===== src/rtl/rip_branch_predictor_ctr.sv =====
// Gshare/bimodal direction predictor: N-bit saturating counters, self-initialising table, write-first bypass.
// Optional RIP_BP_SPEC_HIST_EN: speculative global history with mispredict recovery.
module rip_branch_predictor_ctr #(
    parameter int unsigned INDEX_W  = 10,
    parameter int unsigned HIST_LEN = 8,
    parameter int unsigned CTR_W    = 2,
    parameter int unsigned PC_LSB   = 2,
    parameter int unsigned INIT_CTR = 1
) (
    input  logic                clk,
    input  logic                rstn,
    output logic                ready,
    input  logic [31:0]         pc,
    input  logic                req,
    output logic                pred_valid,
    output logic                pred_taken,
    output logic [INDEX_W-1:0]  pred_index,
    output logic [CTR_W-1:0]    pred_ctr,
    output logic [HIST_LEN-1:0] pred_hist,
    input  logic                update,
    input  logic [INDEX_W-1:0]  update_index,
    input  logic [CTR_W-1:0]    update_ctr,
    input  logic [HIST_LEN-1:0] update_hist,
    input  logic                actual,
    input  logic                mispredict
);
    localparam int unsigned DEPTH = 2 ** INDEX_W;
    localparam logic [CTR_W-1:0] CTR_MAX = '1;

    typedef enum logic {ST_INIT, ST_RUN} state_t;

    state_t              state, state_next;
    logic [INDEX_W-1:0]  init_addr;
    logic [HIST_LEN-1:0] ghr, ghr_next;
    logic [CTR_W-1:0]    ctr_table [DEPTH];

    logic [INDEX_W-1:0]  idx;
    logic [CTR_W-1:0]    new_ctr;
    logic [CTR_W-1:0]    rd_ctr;
    logic                run_update;
    logic                wr_en;
    logic [INDEX_W-1:0]  wr_addr;
    logic [CTR_W-1:0]    wr_data;
    logic                unused_ok;

    assign unused_ok  = ^{pc, update_hist, mispredict};
    assign ready      = (state == ST_RUN);
    assign run_update = ready && update;

    always_comb begin
        idx = pc[PC_LSB +: INDEX_W] ^ INDEX_W'(ghr);
    end

    // Saturating increment/decrement of the counter value carried back from predict.
    always_comb begin
        new_ctr = update_ctr;
        if (actual) begin
            if (update_ctr != CTR_MAX) new_ctr = update_ctr + CTR_W'(1);
        end else begin
            if (update_ctr != '0) new_ctr = update_ctr - CTR_W'(1);
        end
    end

    always_comb begin
        state_next = state;
        case (state)
            ST_INIT: if (&init_addr) state_next = ST_RUN;
            ST_RUN:  state_next = ST_RUN;
            default: state_next = ST_INIT;
        endcase
    end

    // Single write port: init sweep owns it until ready, then training updates.
    always_comb begin
        wr_en   = 1'b0;
        wr_addr = init_addr;
        wr_data = CTR_W'(INIT_CTR);
        if (state == ST_INIT) begin
            wr_en = 1'b1;
        end else if (update) begin
            wr_en   = 1'b1;
            wr_addr = update_index;
            wr_data = new_ctr;
        end
    end

    always_comb begin
        rd_ctr = ctr_table[idx];
        if (run_update && (update_index == idx)) rd_ctr = new_ctr;
    end

`ifdef RIP_BP_SPEC_HIST_EN
    // Recovery from a mispredict wins over the speculative shift of the same cycle.
    always_comb begin
        ghr_next = ghr;
        if (run_update && mispredict) ghr_next = HIST_LEN'({update_hist, actual});
        else if (pred_valid)          ghr_next = HIST_LEN'({ghr, pred_taken});
    end
`else
    always_comb begin
        ghr_next = ghr;
        if (run_update) ghr_next = HIST_LEN'({ghr, actual});
    end
`endif

    always_ff @(posedge clk) begin
        if (!rstn) begin
            state      <= ST_INIT;
            init_addr  <= '0;
            ghr        <= '0;
            pred_valid <= 1'b0;
            pred_taken <= 1'b0;
            pred_index <= '0;
            pred_ctr   <= '0;
            pred_hist  <= '0;
        end else begin
            state      <= state_next;
            ghr        <= ghr_next;
            pred_valid <= ready && req;
            if (state == ST_INIT) init_addr <= init_addr + INDEX_W'(1);
            if (ready && req) begin
                pred_index <= idx;
                pred_hist  <= ghr;
                pred_ctr   <= rd_ctr;
                pred_taken <= rd_ctr[CTR_W-1];
            end
        end
    end

    always_ff @(posedge clk) begin
        if (wr_en) ctr_table[wr_addr] <= wr_data;
    end
endmodule


===== config.mk =====
export PLATFORM = sky130hd
export DESIGN_NAME = rip_branch_predictor_ctr
export DESIGN_NICKNAME = d
export VERILOG_FILES = /design/src/rtl/rip_branch_predictor_ctr.sv
export SDC_FILE = /design/constraint.sdc
export NUM_CORES = 2
export LEC_CHECK = 0
export CELL_PAD_IN_SITES_DETAIL_PLACEMENT = 0
export CELL_PAD_IN_SITES_GLOBAL_PLACEMENT = 1
export CORE_MARGIN = 3
export CORE_UTILIZATION = 55
export DETAILED_ROUTE_END_ITERATION = 8
export PLACE_DENSITY_LB_ADDON = 0.12
export SLEW_MARGIN = 20
export SYNTH_ARGS = -nofsm -noshare
export SYNTH_HDL_FRONTEND = slang
export SYNTH_SLANG_ARGS = --single-unit

===== constraint.sdc =====
create_clock -name clk -period 60.9 [get_ports clk]
set_clock_uncertainty 0.05 [all_clocks]
set_input_delay 12.18 -clock clk [delete_from_list [all_inputs] [get_ports clk]]
set_output_delay 12.18 -clock clk [all_outputs]
set_load 0.02 [all_outputs]

# Word-level counts from Yosys, hierarchy flattened
# Memory sizes are Yosys's and may differ from the RTL's.
# Index checks and enable logic that the tools add are counted.
# totals
mem_bits_rw,2048
n_memories,1
wordCells,35
register_bits,41
out_inout_bits,23
inputBits,58
# memory_table
name,depth,width,rd,rd_clocked_by_memory_dff,write_ports,line,rtl
ctr_table,1024,2,1,0,1,35,logic [CTR_W-1:0] ctr_table [DEPTH];
# op_classes
mux,14
eq_ne,2
n_addsub,3
bitwise,2
reduce_logical,5
# op_table
operator,n
two-way mux 10 bit,2
two-way mux 2 bit,6
"adder 10 x 1 -> 10 bit, second input constant",1
== test 10 bit,1
AND reduction 10 bit,1
bitwise XOR 10 x 8 -> 10 bit,1
two-way mux 1 bit,5
logical AND 1 bit,3
"adder 2 x 1 -> 2 bit, second input constant",1
"!= test 2 bit, second input constant",1
case mux 1 bit (2 select lines),1
nonzero test 2 bit,1
"subtractor 2 x 1 -> 2 bit, second input constant",1
inverter 1 bit,1

# Logic depth before layout (Yosys ltp)
# depth
ltp_word,5
depth_mapped,14

# Worst setup path before layout
# Ideal clock, no wire load.
# synth_path
path_type,input port to flip-flop
startpoint,in update
endpoint,"mem ctr_table[0][1], data pin"
slack_ns,31.795
cell_stages,6
setup_ns,2.863
n_path_buf,4
arrival_ns,26.192
t_required_ns,57.987
path_cell_list,and2_1 > clkbuf_1 > clkbuf_1 > clkbuf_1 > buf_1 > and2_1
# synth_between
elab_chain_len,2
# synth_rtl
item,line,rtl
from (decl),20,"input logic update,"
two-way mux 2 bit,80,end else if (update) begin
two-way mux 2 bit,78,if (state == ST_INIT) begin
via wr_data[1],43,logic [CTR_W-1:0] wr_data;
to (decl),35,
# The timed path passes the listed nets, and every way through them passes these cells.

# Worst setup path in the final report
# layout_path
startpoint,in pc[2]
endpoint,reg pred_taken
# layout_between
elab_chain_len,4
# layout_rtl
item,line,rtl
from (decl),13,"input logic [31:0] pc,"
bitwise XOR 10 x 8 -> 10 bit *,51,idx = pc[PC_LSB +: INDEX_W] ^ INDEX_W'(ghr);
"parallel branches: the longest is 2 deep, another holds memory read (1024 x 2 bit)",n/a,
two-way mux 2 bit *,89,if (run_update && (update_index == idx)) rd_ctr = new_ctr;
to (signal assigned),125,pred_taken <= rd_ctr[CTR_W-1];
to (decl),16,"output logic pred_taken,"
# Every way passes the cells marked *.
# A chain may end at the register's enable or synchronous reset.

==> flow_summary.json <==
{
  "status": "complete, no violations",
  "place.gp.congestion": 0.879,
  "worst_path_max_delay_cell": "buf_4",
  "cts-root-buf": "clkbuf_16",
  "vias": 46500,
  "ys_seq_area_share_pct": 73.4,
  "drv_slew": 0,
  "cap_violations": 0,
  "synth-seq-cells": 2088,
  "ys_async_sr_fraction_pct": 0,
  "crit_path_max_fanout": 36,
  "netlist_instances": 4951,
  "drive_gt1_share_pct": 19.6,
  "cts_sinks": 2088,
  "cpPeakStageDelay_ps": 730,
  "die_w_um": 399,
  "rsz0062_at_grt": "false",
  "ctsLongestPathBuffers": 3,
  "numCtsBuffers": 206,
  "dr.pass1.iters": 6,
  "timing.fmax_ghz": 0.0534,
  "dpl.hpwl_um": 131000,
  "setup.worst_path.start_class": "input port",
  "max-slew-margin-rel_pct": 15.0,
  "place_area_sq_um": 88000,
  "core-area_sq_um": 153000,
  "routed_wirelength_um": 231000,
  "critical_path_class": "in2reg",
  "via_per_inst": 6.48,
  "first_global_vias": 46800,
  "critPathMostFrequentCell": "buf_4",
  "row_count": 143,
  "syn_nets": 5010,
  "setup_violations": 0,
  "peakVddDrop_mv": 0.0287,
  "yosysWarnings": 0,
  "synth_edf_count": 2048,
  "end_kind": "flip-flop",
  "route.detailed.drc": 0,
  "p_per_area_nw_per_um2": 30.4,
  "final_area_sq_um": 94400,
  "yosysTopAreaCellShare_pct": 72.4,
  "numPortBuffers": 49,
  "hold_viol": 0,
  "ys.flop_type": "edfxtp_1",
  "ioPinCount": 81,
  "grt_max_degree": 257,
  "ant_nets": 0,
  "area_growth_pct": 11.1,
  "antenna_found_initial": 6,
  "syn_area_sq_um": 84900,
  "cts_setup_buffers": 0,
  "clk_pin_slew_ps": 60,
  "cts_tree": "done",
  "cts_resized": 0,
  "die_y_um": 399,
  "drt-initial-drc-count": 5867,
  "fin_tns_setup_ps": 0,
  "wl_per_cell_um": 32.2,
  "tightest_slew_ps": 1270,
  "htreeDepth": 4,
  "nNetsFinal": 5033,
  "post-route-period-util_pct": 30.8,
  "p_leak_nw": 29.8,
  "period_minus_slack_ps": 18740,
  "grtUsageTotal_pct": 29.6,
  "avgSynthCellArea_sq_um": 17.2,
  "grt_pass1_wl_um": 333000,
  "start_util_pct": 55.6,
  "overflow": 0,
  "crit_required_ps": 61560,
  "hp-class": "reg2reg",
  "fill_cells": 11100,
  "crit_chain": "clkdlybuf4s50_1 > xnor2_4 > buf_4 > buf_4 > buf_4 > buf_4 > buf_4 > mux4_2 > o21ai_0 > a21oi_1 > nor4_1 > a21oi_1 > nor4_1 > o21a_1 > a21oi_1",
  "synth_cell_types": 55,
  "fp.dieArea_sq_um": 159000,
  "worstPathArrival_ps": 19410,
  "synth.largest_area_cell": "edfxtp_1",
  "ys_top_cells_by_area": "edfxtp_1, mux4_2, nor2_1, nand2_1, clkbuf_1",
  "clock_latency_ps": 830,
  "ctsHoldBuffers": 0
}
## cell type report
cell class	count	area (sq um)	share of cell area, %
antenna	1	2.50	0.00265
multi-input combinational	2476	21400	22.7
clock inverter	102	916	0.970
clock buffer	277	5500	5.83
inverter	5	18.8	0.0199
sequential	2088	62300	66.0
timing repair buffer	197	1700	1.80
tap	2030	2540	2.69
## power by group
group	internal, mW	leakage [nW]	switching [mW]	total [mW]
Combinational	0.0274	6.26	0.0614	0.0888
Sequential	1.55	20.5	0.000336	1.55
Clock	0.688	3.12	0.537	1.23
Total	2.27	29.8	0.599	2.87
## path summary, 6_finish.rpt
kind | from | slack [ps] | cells after the start | endpoint
setup / recovery | pc[2] | 42160 | 15 | pred_taken$_SDFFE_PN0P_
hold / removal | pred_hist[3]$_SDFFE_PN0P_ | 410 | 2 | pred_hist[3]$_SDFFE_PN0P_
setup reg to reg | ghr[0]$_SDFFE_PN0P_ | 53630 | 15 | pred_taken$_SDFFE_PN0P_
hold reg to reg | pred_hist[3]$_SDFFE_PN0P_ | 410 | 2 | pred_hist[3]$_SDFFE_PN0P_
## stage by stage
step	worst slack, ps	hold WS [ps]	utilization [%]	power, mW	std cells
global route	41820	439	61.8	2.94	7175
CTS	42230	416	61.8	2.88	7175
detailed placement	41340	407	57.6	1.67	6796
global placement	41290	404	57.6	1.67	6796
floorplan	31790	426	-	1.63	4951
finish	42160	412	61.8	2.87	7176
## metal layers
layer	vias up	part of all wire [%]	wire length [um]	global-route usage, %
li1	19400	-	-	-
met3	351	9.6	22200	6.07
met2	2236	48	111000	46.6
met5	-	0	0	0
met4	0	3.1	7140	8.92
met1	24500	40	91500	42.3
## Yosys cell counts, types with 46 or more instances
| cell type | instances |
|---|---|
| clkbuf_1 | 233 |
| a21oi_1 | 58 |
| nor2_1 | 1051 |
| buf_1 | 68 |
| nand2_1 | 278 |
| mux4_2 | 515 |
| o21ai_0 | 46 |
| mux2i_1 | 55 |
| nand3_1 | 46 |
| a22oi_1 | 93 |
| buf_2 | 58 |
| edfxtp_1 | 2048 |
## worst max-delay path, delay by kind of cell
kind / cells / cell delay [ps]
AOI/OAI and AO/OA: 5 / 1630
xor gates and xnor gates: 1 / 170
buffers and inverters: 6 / 3680
muxes: 1 / 560
and+or+nand+nor: 2 / 1080
## registers in the layout, summed over array words and instances, names as in the netlist
| register | cells |
|---|---|
| init_addr | 10 |
| ghr | 8 |
| pred_hist | 8 |
| ctr_table | 2048 |
| pred_ctr | 1 |
| pred_taken | 1 |
| pred_index | 10 |
| pred_valid | 1 |
| ready | 1 |
## cell usage in the layout (no fill, tap or decap), types with 9 or more instances in the layout
cell type and count:
a21boi_0 21, a21oi_1 58, a22oi_1 93, a31oi_1 17, a32oi_1 11, and2_1 9, and3_1 11, buf_4 140
bufinv_16 13, clkbuf_1 64, clkbuf_16 207, clkdlybuf4s50_1 49, clkinv_1 45, clkinv_2 26, dfxtp_1 40, edfxtp_1 2048
mux2i_1 55, mux4_2 515, nand2_1 252, nand2_2 17, nand2_4 9, nand3_1 44, nand4_1 25, nor2_1 1042
nor3_1 23, nor4_1 9, o211ai_1 24, o21ai_0 46, o21ai_1 10, o22ai_1 19, or3_1 14, xnor2_1 18
## cell families (layout without fill, tap and decap cells)
family                   after synthesis  in the layout  synth area share (%)
XOR/XNOR                              31             31                 0.329
other                                  0              1                     0
buffers and inverters                387            581                  1.92
AO/OA/AOI/OAI                        357            357                  2.85
multiplexers                         572            572                  14.3
adder cells (fa/ha/maj)                3              3                0.0383
flip-flops                          2088           2088                  73.4
AND/OR/NAND/NOR                     1513           1513                  7.16
Power figures use the tool's default switching activity.
